`src/rtl/mem_access_ctrl.sv`:
```
// mem_access_ctrl: CPU-to-RAM access sequencer with a four-phase MFC handshake.
// Byte/half/word accesses take one RAM beat. Doubleword accesses take two word
// beats (Addr, then Addr+4). Misaligned requests complete with Err and do not
// touch the RAM.
// Optional feature: define MEM_TIMEOUT_EN to bound each MFC wait to
// TIMEOUT_CYCLES clocks. On expiry the access is abandoned and completes with Err.
module mem_access_ctrl #(
  parameter int unsigned TIMEOUT_CYCLES = 64
) (
  input  logic        Clk,
  input  logic        Reset_n,
  input  logic        Req,
  input  logic        ReadWrite,
  input  logic [1:0]  Size,
  input  logic [7:0]  Addr,
  input  logic [63:0] WData,
  output logic [63:0] RData,
  output logic        Ack,
  output logic        Err,
  output logic        Busy,
  output logic        MemEnable,
  output logic        MemReadWrite,
  output logic [7:0]  MemAddr,
  output logic [31:0] MemDataIn,
  output logic [1:0]  MemWordSel,
  input  logic [31:0] MemDataOut,
  input  logic        MFC
);

  typedef enum logic [2:0] {IDLE, CHECK, ISSUE, WAIT_MFC, RELEASE, DONE} state_t;

  state_t      state;
  logic        mfc_meta;
  logic        mfcs;
  logic        rw_q;
  logic [1:0]  size_q;
  logic [7:0]  addr_q;
  logic [63:0] wdata_q;
  logic        beat;
  logic [63:0] rbuf;
  logic        misaligned;
  logic [31:0] first_data;
  logic        timeout_hit;

  if (TIMEOUT_CYCLES < 1) begin : g_param_check
    $error("TIMEOUT_CYCLES must be at least 1");
  end

  // Two-flop synchronizer for the asynchronous RAM completion flag
  always_ff @(posedge Clk or negedge Reset_n) begin
    if (!Reset_n) begin
      mfc_meta <= 1'b0;
      mfcs     <= 1'b0;
    end else begin
      mfc_meta <= MFC;
      mfcs     <= mfc_meta;
    end
  end

  // Alignment check and first-beat write data, derived from the latched request
  always_comb begin
    misaligned = 1'b0;
    first_data = '0;
    case (size_q)
      2'b00: first_data = {24'd0, wdata_q[7:0]};
      2'b01: begin
        misaligned = addr_q[0];
        first_data = {16'd0, wdata_q[15:0]};
      end
      2'b10: begin
        misaligned = |addr_q[1:0];
        first_data = wdata_q[31:0];
      end
      default: begin
        misaligned = |addr_q[2:0];
        first_data = wdata_q[63:32];
      end
    endcase
  end

`ifdef MEM_TIMEOUT_EN
  localparam int unsigned TW = $clog2(TIMEOUT_CYCLES + 1);
  logic [TW-1:0] tcnt;

  // Timeout counter: the count restarts in each handshake phase and runs only while that phase is still waiting
  always_ff @(posedge Clk or negedge Reset_n) begin
    if (!Reset_n)
      tcnt <= '0;
    else if ((state == WAIT_MFC && !mfcs) || (state == RELEASE && mfcs))
      tcnt <= tcnt + 1'b1;
    else
      tcnt <= '0;
  end

  assign timeout_hit = (tcnt == TW'(TIMEOUT_CYCLES - 1));
`else
  assign timeout_hit = 1'b0;
`endif

  // Transaction FSM with registered RAM-side and CPU-side outputs
  always_ff @(posedge Clk or negedge Reset_n) begin
    if (!Reset_n) begin
      state        <= IDLE;
      rw_q         <= 1'b1;
      size_q       <= '0;
      addr_q       <= '0;
      wdata_q      <= '0;
      beat         <= 1'b0;
      rbuf         <= '0;
      RData        <= '0;
      Ack          <= 1'b0;
      Err          <= 1'b0;
      Busy         <= 1'b0;
      MemEnable    <= 1'b0;
      MemReadWrite <= 1'b1;
      MemAddr      <= '0;
      MemDataIn    <= '0;
      MemWordSel   <= '0;
    end else begin
      case (state)
        IDLE: begin
          if (Req) begin
            rw_q    <= ReadWrite;
            size_q  <= Size;
            addr_q  <= Addr;
            wdata_q <= WData;
            beat    <= 1'b0;
            Busy    <= 1'b1;
            state   <= CHECK;
          end
        end
        CHECK: begin
          if (misaligned) begin
            Ack   <= 1'b1;
            Err   <= 1'b1;
            state <= DONE;
          end else begin
            // Address, data and control are set up one cycle before MemEnable rises
            MemAddr      <= addr_q;
            MemReadWrite <= rw_q;
            MemWordSel   <= (size_q == 2'b11) ? 2'b10 : size_q;
            MemDataIn    <= first_data;
            state        <= ISSUE;
          end
        end
        ISSUE: begin
          // Previous handshake (or a post-reset MFC) must be fully released first
          if (!mfcs) begin
            MemEnable <= 1'b1;
            state     <= WAIT_MFC;
          end
        end
        WAIT_MFC: begin
          if (mfcs) begin
            if (rw_q) begin
              case (size_q)
                2'b00:   rbuf <= {56'd0, MemDataOut[7:0]};
                2'b01:   rbuf <= {48'd0, MemDataOut[15:0]};
                2'b10:   rbuf <= {32'd0, MemDataOut};
                default: begin
                  if (beat) rbuf[31:0]  <= MemDataOut;
                  else      rbuf[63:32] <= MemDataOut;
                end
              endcase
            end
            MemEnable <= 1'b0;
            state     <= RELEASE;
          end else if (timeout_hit) begin
            MemEnable <= 1'b0;
            Ack       <= 1'b1;
            Err       <= 1'b1;
            state     <= DONE;
          end
        end
        RELEASE: begin
          if (!mfcs) begin
            if (size_q == 2'b11 && !beat) begin
              beat      <= 1'b1;
              MemAddr   <= addr_q + 8'd4;
              MemDataIn <= wdata_q[31:0];
              state     <= ISSUE;
            end else begin
              if (rw_q) RData <= rbuf;
              Ack   <= 1'b1;
              Err   <= 1'b0;
              state <= DONE;
            end
          end else if (timeout_hit) begin
            Ack   <= 1'b1;
            Err   <= 1'b1;
            state <= DONE;
          end
        end
        DONE: begin
          Ack   <= 1'b0;
          Err   <= 1'b0;
          Busy  <= 1'b0;
          state <= IDLE;
        end
        default: state <= IDLE;
      endcase
    end
  end

endmodule

```
`config.mk`:
```
export PLATFORM = sky130hd
export DESIGN_NAME = mem_access_ctrl
export DESIGN_NICKNAME = d
export VERILOG_FILES = /design/src/rtl/mem_access_ctrl.sv
export SDC_FILE = /design/constraint.sdc
export NUM_CORES = 1
export LEC_CHECK = 0
export BUFFER_PORTS_ARGS = -buffer_cell sky130_fd_sc_hd__buf_2
export CAP_MARGIN = 20
export CELL_PAD_IN_SITES_DETAIL_PLACEMENT = 1
export CELL_PAD_IN_SITES_GLOBAL_PLACEMENT = 1
export CORE_AREA = 2 2 151 153
export CTS_CLUSTER_SIZE = 25
export DETAILED_ROUTE_END_ITERATION = 10
export DIE_AREA = 0 0 153 155
export PLACE_DENSITY = 0.93
export SYNTH_ARGS = -nofsm -noshare
export SYNTH_HDL_FRONTEND = slang
export SYNTH_SLANG_ARGS = --single-unit
```
`constraint.sdc`:
```
create_clock -name Clk -period 5.24 [get_ports Clk]
set_input_delay 1.31 -clock Clk [delete_from_list [all_inputs] [get_ports Clk]]
set_output_delay 1.31 -clock Clk [all_outputs]
set_load 0.02 [all_outputs]
```
==> results.cfg, run 1 <==
[synth]
yosysWarnings = 0
synthFlopType = dfrtp_1
ys_seq_area_frac = 0.617
syn_area_mm2 = 0.0104
synth_cells = 737
synth_edf_count = 0
syn_nets = 849
synthArstFlopShare = 1.00
synth.distinct_cells = 46
ys_seq_elements = 256
synth.avg_cell_area_um2 = 14.1

[clocking]
cts_resized = 0
clock-sinks = 256
ctsHoldBuffers = 0
clockBufferDepth = 3
post_cts.repair.setup_buffers = 0
clk_latency_ns = 0.53
clk_pin_slew_ns = 0.06
cts_buffers = 28
cts_tree = built
htreeDepth = 1
cts_root_buf = clkbuf_16

[placed_design]
dp_hpwl_um = 17400
place_congestion = 0.805
io_buffers = 221

[critical_path]
cp_num_buf_inv = 1
end_kind = flip-flop
r2r-end = MemDataIn[1]
cp.arrival_ns = 3.31
crit_slowest_cell = dfrtp_1
crit_family = flip-flops
worstSetupPathType = flip-flop to flip-flop
path_cells = nand2_1 -> nor2_4 -> buf_4 -> mux2_2 -> mux2_1
r2r_slack_ns = 2.33
worst_setup_path_start_kind = flip-flop
cp_max_fo = 25
max_stage_delay_ns = 0.92
r2r_start = size_q[1]
reg2reg_depth = 5
crit_required_ns = 5.64

[floorplanning]
rows = 55
coreArea_mm2 = 0.0222
die-width_um = 153
start_util = 0.468
dieArea_mm2 = 0.0237
num_io_pins = 222
die_h_um = 155

[worst_hold_path]
min_to = mfcs
worstHoldPathCells = 0
worstHoldPathType = flip-flop to flip-flop
hp-start = mfc_meta

[timing]
fin_skew_ns = 0.0108
setup_viol = 0
whs_ns = 0.362
setup_tns_ns = 0
post-route-min-period_ns = 2.91
relSlewSlack = 0.346
rsz0062_at_grt = no
worst_slew_pin_slew_ns = 0.981
hold_viol = 0
slew_viol_final = 0
min_period_over_period = 0.554
max_freq_mhz = 344

[final_layout]
utilization = 0.568
final_cell_mix = 254 x dfrtp_1, 220 x buf_2, 159 x mux2_2
area_delta_synth_final_pct = 21.5
nets = 1068
final_common_cell = dfrtp_1
nFillCells = 2213
drive_gt1_frac = 0.481

[drt]
vias = 6814
ant_nets = 0
drc = 0
first_pass_iters = 4
wl_per_cell_um = 20.2
routed_wirelength_um = 25600
first_iter_violations = 203
via_per_inst = 5.39

[power]
powerDensity_mw_per_mm2 = 661
p_leak_uw = 0.00615
peakVddDrop_mv = 0.362

[grt]
grt_pass1_wl_um = 41300
antenna_found_initial = 1
grt_pass1_vias = 7543
track_usage = 0.217
grt.overflow.total = 0
grt_max_degree = 135

[outcome]
status = finished, final reports clean

[job]
drv_cap = 0
-- cells in the mapped netlist (2+ instances only) --
| library cell | instances | area (µm²) |
|---|---|---|
| nor2_2 | 2 | 12.5 |
| a21oi_1 | 3 | 15.0 |
| nor2b_1 | 3 | 18.8 |
| nand3b_1 | 2 | 15.0 |
| dfstp_2 | 2 | 52.6 |
| mux2_4 | 21 | 315 |
| buf_4 | 8 | 60.1 |
| xnor2_1 | 5 | 43.8 |
| mux2_1 | 14 | 158 |
| mux2_2 | 159 | 1790 |
| nor3b_4 | 2 | 37.5 |
| nand3_1 | 4 | 20.0 |
| nor2_1 | 5 | 18.8 |
| buf_6 | 12 | 135 |
| buf_2 | 14 | 70.1 |
| o21ai_0 | 49 | 245 |
| nand2_1 | 98 | 368 |
| dfrtp_1 | 254 | 6360 |
| clkbuf_1 | 8 | 30.0 |
| inv_1 | 3 | 11.3 |
| a22o_1 | 40 | 350 |
| nand4_1 | 5 | 31.3 |
-- power by group --
group          switching [µW]  total [µW]  internal (µW)
sequential                612        3490           2880
clock                     773        2020           1250
combinational            1490        2840           1350
-- per-layer routing --
metal | up-vias | wire length (µm) | track usage
met3 | 41 | 1870 | 0.0632
met5 | - | 13 | 0
met4 | 2 | 497 | 0.0485
met2 | 220 | 12800 | 0.381
li1 | 3030 | - | -
met1 | 3521 | 10400 | 0.267
-- worst max-delay path by stage --
stage / cells after the start / slack [ns] / end / from
6_report: 5 / 2.33 / MemDataIn[1] / size_q[1]
5_1_grt: 5 / 2.19 / MemDataIn[1] / size_q[1]
2_1_floorplan: 5 / 2.87 / addr_q[0] / Req
3_3_place_gp: 5 / 2.28 / wdata_q[39] / Req
3_5_place_dp: 5 / 2.21 / wdata_q[14] / Req
4_1_cts: 5 / 2.33 / MemDataIn[1] / size_q[1]
-- layout make-up --
cell class | count | area [µm²] | area share
multi-input cells | 435 | 3680 | 0.291
repair buffers | 231 | 1200 | 0.0953
clock buffers | 40 | 797 | 0.0631
inverters | 4 | 15.0 | 0.00119
well taps | 285 | 357 | 0.0282
diodes | 1 | 2.50 | 0.000198
flip-flops and latches | 256 | 6410 | 0.507
clock inverters | 12 | 164 | 0.0130
-- registers in the layout, summed over array words and instances (netlist names), 3 cells and up --
signal / flops
state: 3
RData: 64
rbuf: 64
MemDataIn: 32
wdata_q: 64
addr_q: 8
MemAddr: 8
-- kinds of logic after synthesis --
logic type,after synthesis,synth area share
flip-flops,256,0.617
multiplexers,194,0.218
AND/OR/NAND/NOR,133,0.0622
AO/OA/AOI/OAI,102,0.0682
buffers and inverters,46,0.0299
XOR/XNOR,5,0.00421
adder cells (fa/ha/maj),1,0.00120
-- worst reg2reg max path, cell delays in order, from the launching register on --
cell,delay [ns]
dfrtp_1,0.92
nand2_1,0.29
nor2_4,0.53
buf_4,0.38
mux2_2,0.37
mux2_1,0.30
-- stage by stage --
step	std cells	cell area (µm²)	power, µW	setup WS [ns]
2_1_floorplan	737	10400	5410	2.87
3_3_place_gp	1211	11700	6130	2.28
3_5_place_dp	1211	11700	6380	2.21
4_1_cts	1263	12600	8460	2.33
5_1_grt	1263	12600	8850	2.19
6_report	1264	12600	8350	2.33
No activity file was read; power rests on OpenSTA's default activity.
==> run 2: changes to the inputs <==
Settings changed: ABC_AREA set to 1, CORE_AREA 2 2 151 153 to 2 2 171 173, DIE_AREA 0 0 153 155 to 0 0 173 175, PLACE_DENSITY 0.93 to 0.85.
Clock period 5.24 ns to 2.6 ns, I/O delays scaled along.
==> run 2 against run 1 <==
  * Register-to-register slack got worse by 1.6 ns
  * Design area increased by 1.5%
  * Worst setup slack worse by 1.6 ns
  * Die area rose by 28%
  * Worst hold slack worse by 0.36 ns
  * Sequential power increased by 93%
  * Non-clock buffer count up 7
  * Clock skew grew 0.0027 ns
  * Synthesized area fell by 0.23%
  * Combinational power is 100% higher
  * Clock power up 100%
  * Critical path type is now flip-flop to output port
  * Largest power group unchanged
==> results.cfg, run 2 <==
[outcome]
status = finished, final reports clean

[timing]
relSlewSlack = 0.528
min_period_over_period = 0.735
rsz0062_at_grt = no
hold_viol = 0
post-route-min-period_ns = 1.91
max_freq_mhz = 523
fin_skew_ns = 0.0135
whs_ns = 0.00174
slew_viol_final = 0
worst_slew_pin_slew_ns = 0.706
setup_tns_ns = 0
setup_viol = 0

[final_layout]
area_delta_synth_final_pct = 23.6
fin_cells = 1802
top_regs = RData: 64 flops, rbuf: 64 flops, wdata_q: 64 flops
nets = 1508
utilization = 0.452
drive_gt1_frac = 0.216
final_cell_mix = 531 x nand2_1, 254 x dfrtp_1, 220 x buf_2
final_common_cell = nand2_1

[synth]
synthFlopType = dfrtp_1
ys_seq_elements = 256
yosysWarnings = 0
yosys.area_share.simple = 0.225
syn_area_mm2 = 0.0104
ys_seq_area_frac = 0.618
synthXorXnorAreaFrac = 0.00338
yosysTopAreaCellShare = 0.613
ys_top_cells_by_area = dfrtp_1 61%, nand2_1 19%, o21ai_0 5.9%
muxShareOfSynthArea = 0
synthTopCellsByCount = 531 x nand2_1, 254 x dfrtp_1, 122 x o21ai_0, 95 x inv_1, 52 x o21ai_1
synth_top_family_by_area = simple AND/OR/NAND/NOR gates
yosysMostFrequentCell = nand2_1
synthArstFlopShare = 1.00
synth.avg_cell_area_um2 = 8.77
syn_nets = 1295
synth_cells = 1183
synth_edf_count = 0
synth-compound-area-share = 0.0858
synth.distinct_cells = 25
yosys.area.top_type = dfrtp_1
synthAdderAreaFrac = 0.00121

[floorplanning]
rows = 62
start_util = 0.365
die_h_um = 175
die-width_um = 173
dieArea_mm2 = 0.0303
num_io_pins = 222
coreArea_mm2 = 0.0284

[grt]
grt_pass1_wl_um = 48500
track_usage = 0.197
antenna_found_initial = 6
grt.overflow.total = 0
grt_pass1_vias = 9202
grt_max_degree = 129

[critical_path]
end_kind = output port
path_cells = buf_2
cp_max_fo = 2
worst_setup_path_start_kind = flip-flop
r2r-end = MemDataIn[2]
crit_required_ns = 1.95
crit_slowest_cell = dfstp_2
cp_num_buf_inv = 1
crit_family = flip-flops
cp.arrival_ns = 1.26
max_stage_delay_ns = 0.53
reg2reg_depth = 9
r2r_slack_ns = 0.72
r2r_start = size_q[1]
worstSetupPathType = flip-flop to output port

[power]
peakVddDrop_mv = 0.494
p_leak_uw = 0.00691
powerDensity_mw_per_mm2 = 1290

[placed_design]
io_buffers = 221
dp.cells = 1750
place_congestion = 0.802
dp_hpwl_um = 19900

[clocking]
cts_root_buf = clkbuf_16
cts_resized = 0
htreeDepth = 1
clockBufferDepth = 3
clock-sinks = 256
clk_pin_slew_ns = 0.06
post_cts.repair.setup_buffers = 0
cts_buffers = 28
ctsHoldBuffers = 0
clk_latency_ns = 0.54
cts_tree = built

[worst_hold_path]
worstHoldPathType = input port to asynchronous set/reset pin

[drt]
routed_wirelength_um = 29500
ant_nets = 0
dr_wl_met3_um = 1880
met2_length_um = 13900
vias = 8587
first_pass_iters = 4
first_iter_violations = 482
routed.top_layer = met5
met1_length_um = 13100
via_per_inst = 4.77
drc = 0
wl_per_cell_um = 16.4

[job]
drv_cap = 0
==> run 2: cell types whose count changed in the layout (fill, tap and decap cells not counted), sizes merged, moves of 5 or more <==
cell   previous run  this run
a22o             40         0
buf             231       238
inv               4       101
mux2            194         0
nand2            99       533
nand3             4        40
o21ai            51       174
xnor2             5         0
==> run 2: area by class of cell <==
cell class                      count  area (µm²)
Inverter                          102         383
Tap cell                          384         480
Multi-Input combinational cell    770        3270
Timing Repair Buffer              238        1330
Antenna cell                        1        2.50
Sequential cell                   256        6410
Clock inverter                     11         110
Fill cell                        3458       15600
Clock buffer                       40         837
==> run 2: power by group <==
part / leakage [µW] / total [µW] / switching [µW] / internal (µW)
Combinational: 0.00327 / 5780 / 3950 / 1830
Sequential: 0.00317 / 6730 / 947 / 5780
Clock: 0.000468 / 4030 / 1600 / 2420
==> run 2: worst max path at each step <==
stage,startpoint,endpoint,slack [ns],depth (start not counted)
after CTS,MemReadWrite,MemReadWrite,0.66,1
after floorplan,state[2],rbuf[15],1.17,7
after global placement,Req,addr_q[0],0.77,6
after global routing,size_q[1],MemDataIn[2],0.51,9
after detailed placement,Req,wdata_q[59],0.75,6
final,MemReadWrite,MemReadWrite,0.69,1
==> run 2: cell families after synthesis <==
kind of cell    count (synthesis)
compound gates                176
xor+xnor                        4
fa+ha+maj                       1
buf+inv                       157
flops                         256
simple gates                  589
==> run 2: routing by layer <==
metal | global-route usage | vias to the layer above
met5 | 0 | -
met4 | 0.0420 | 10
met3 | 0.0498 | 51
met2 | 0.333 | 235
met1 | 0.257 | 4188
li1 | - | 4103
==> run 2: stage by stage <==
stage | worst slack [ns] | instance area, µm² | power (µW)
floorplan | 1.17 | 10400 | 10500
detailed placement | 0.755 | 11900 | 12600
CTS | 0.661 | 12800 | 16800
global route | 0.512 | 12800 | 17800
finish | 0.689 | 12800 | 16500
global placement | 0.769 | 11900 | 12300
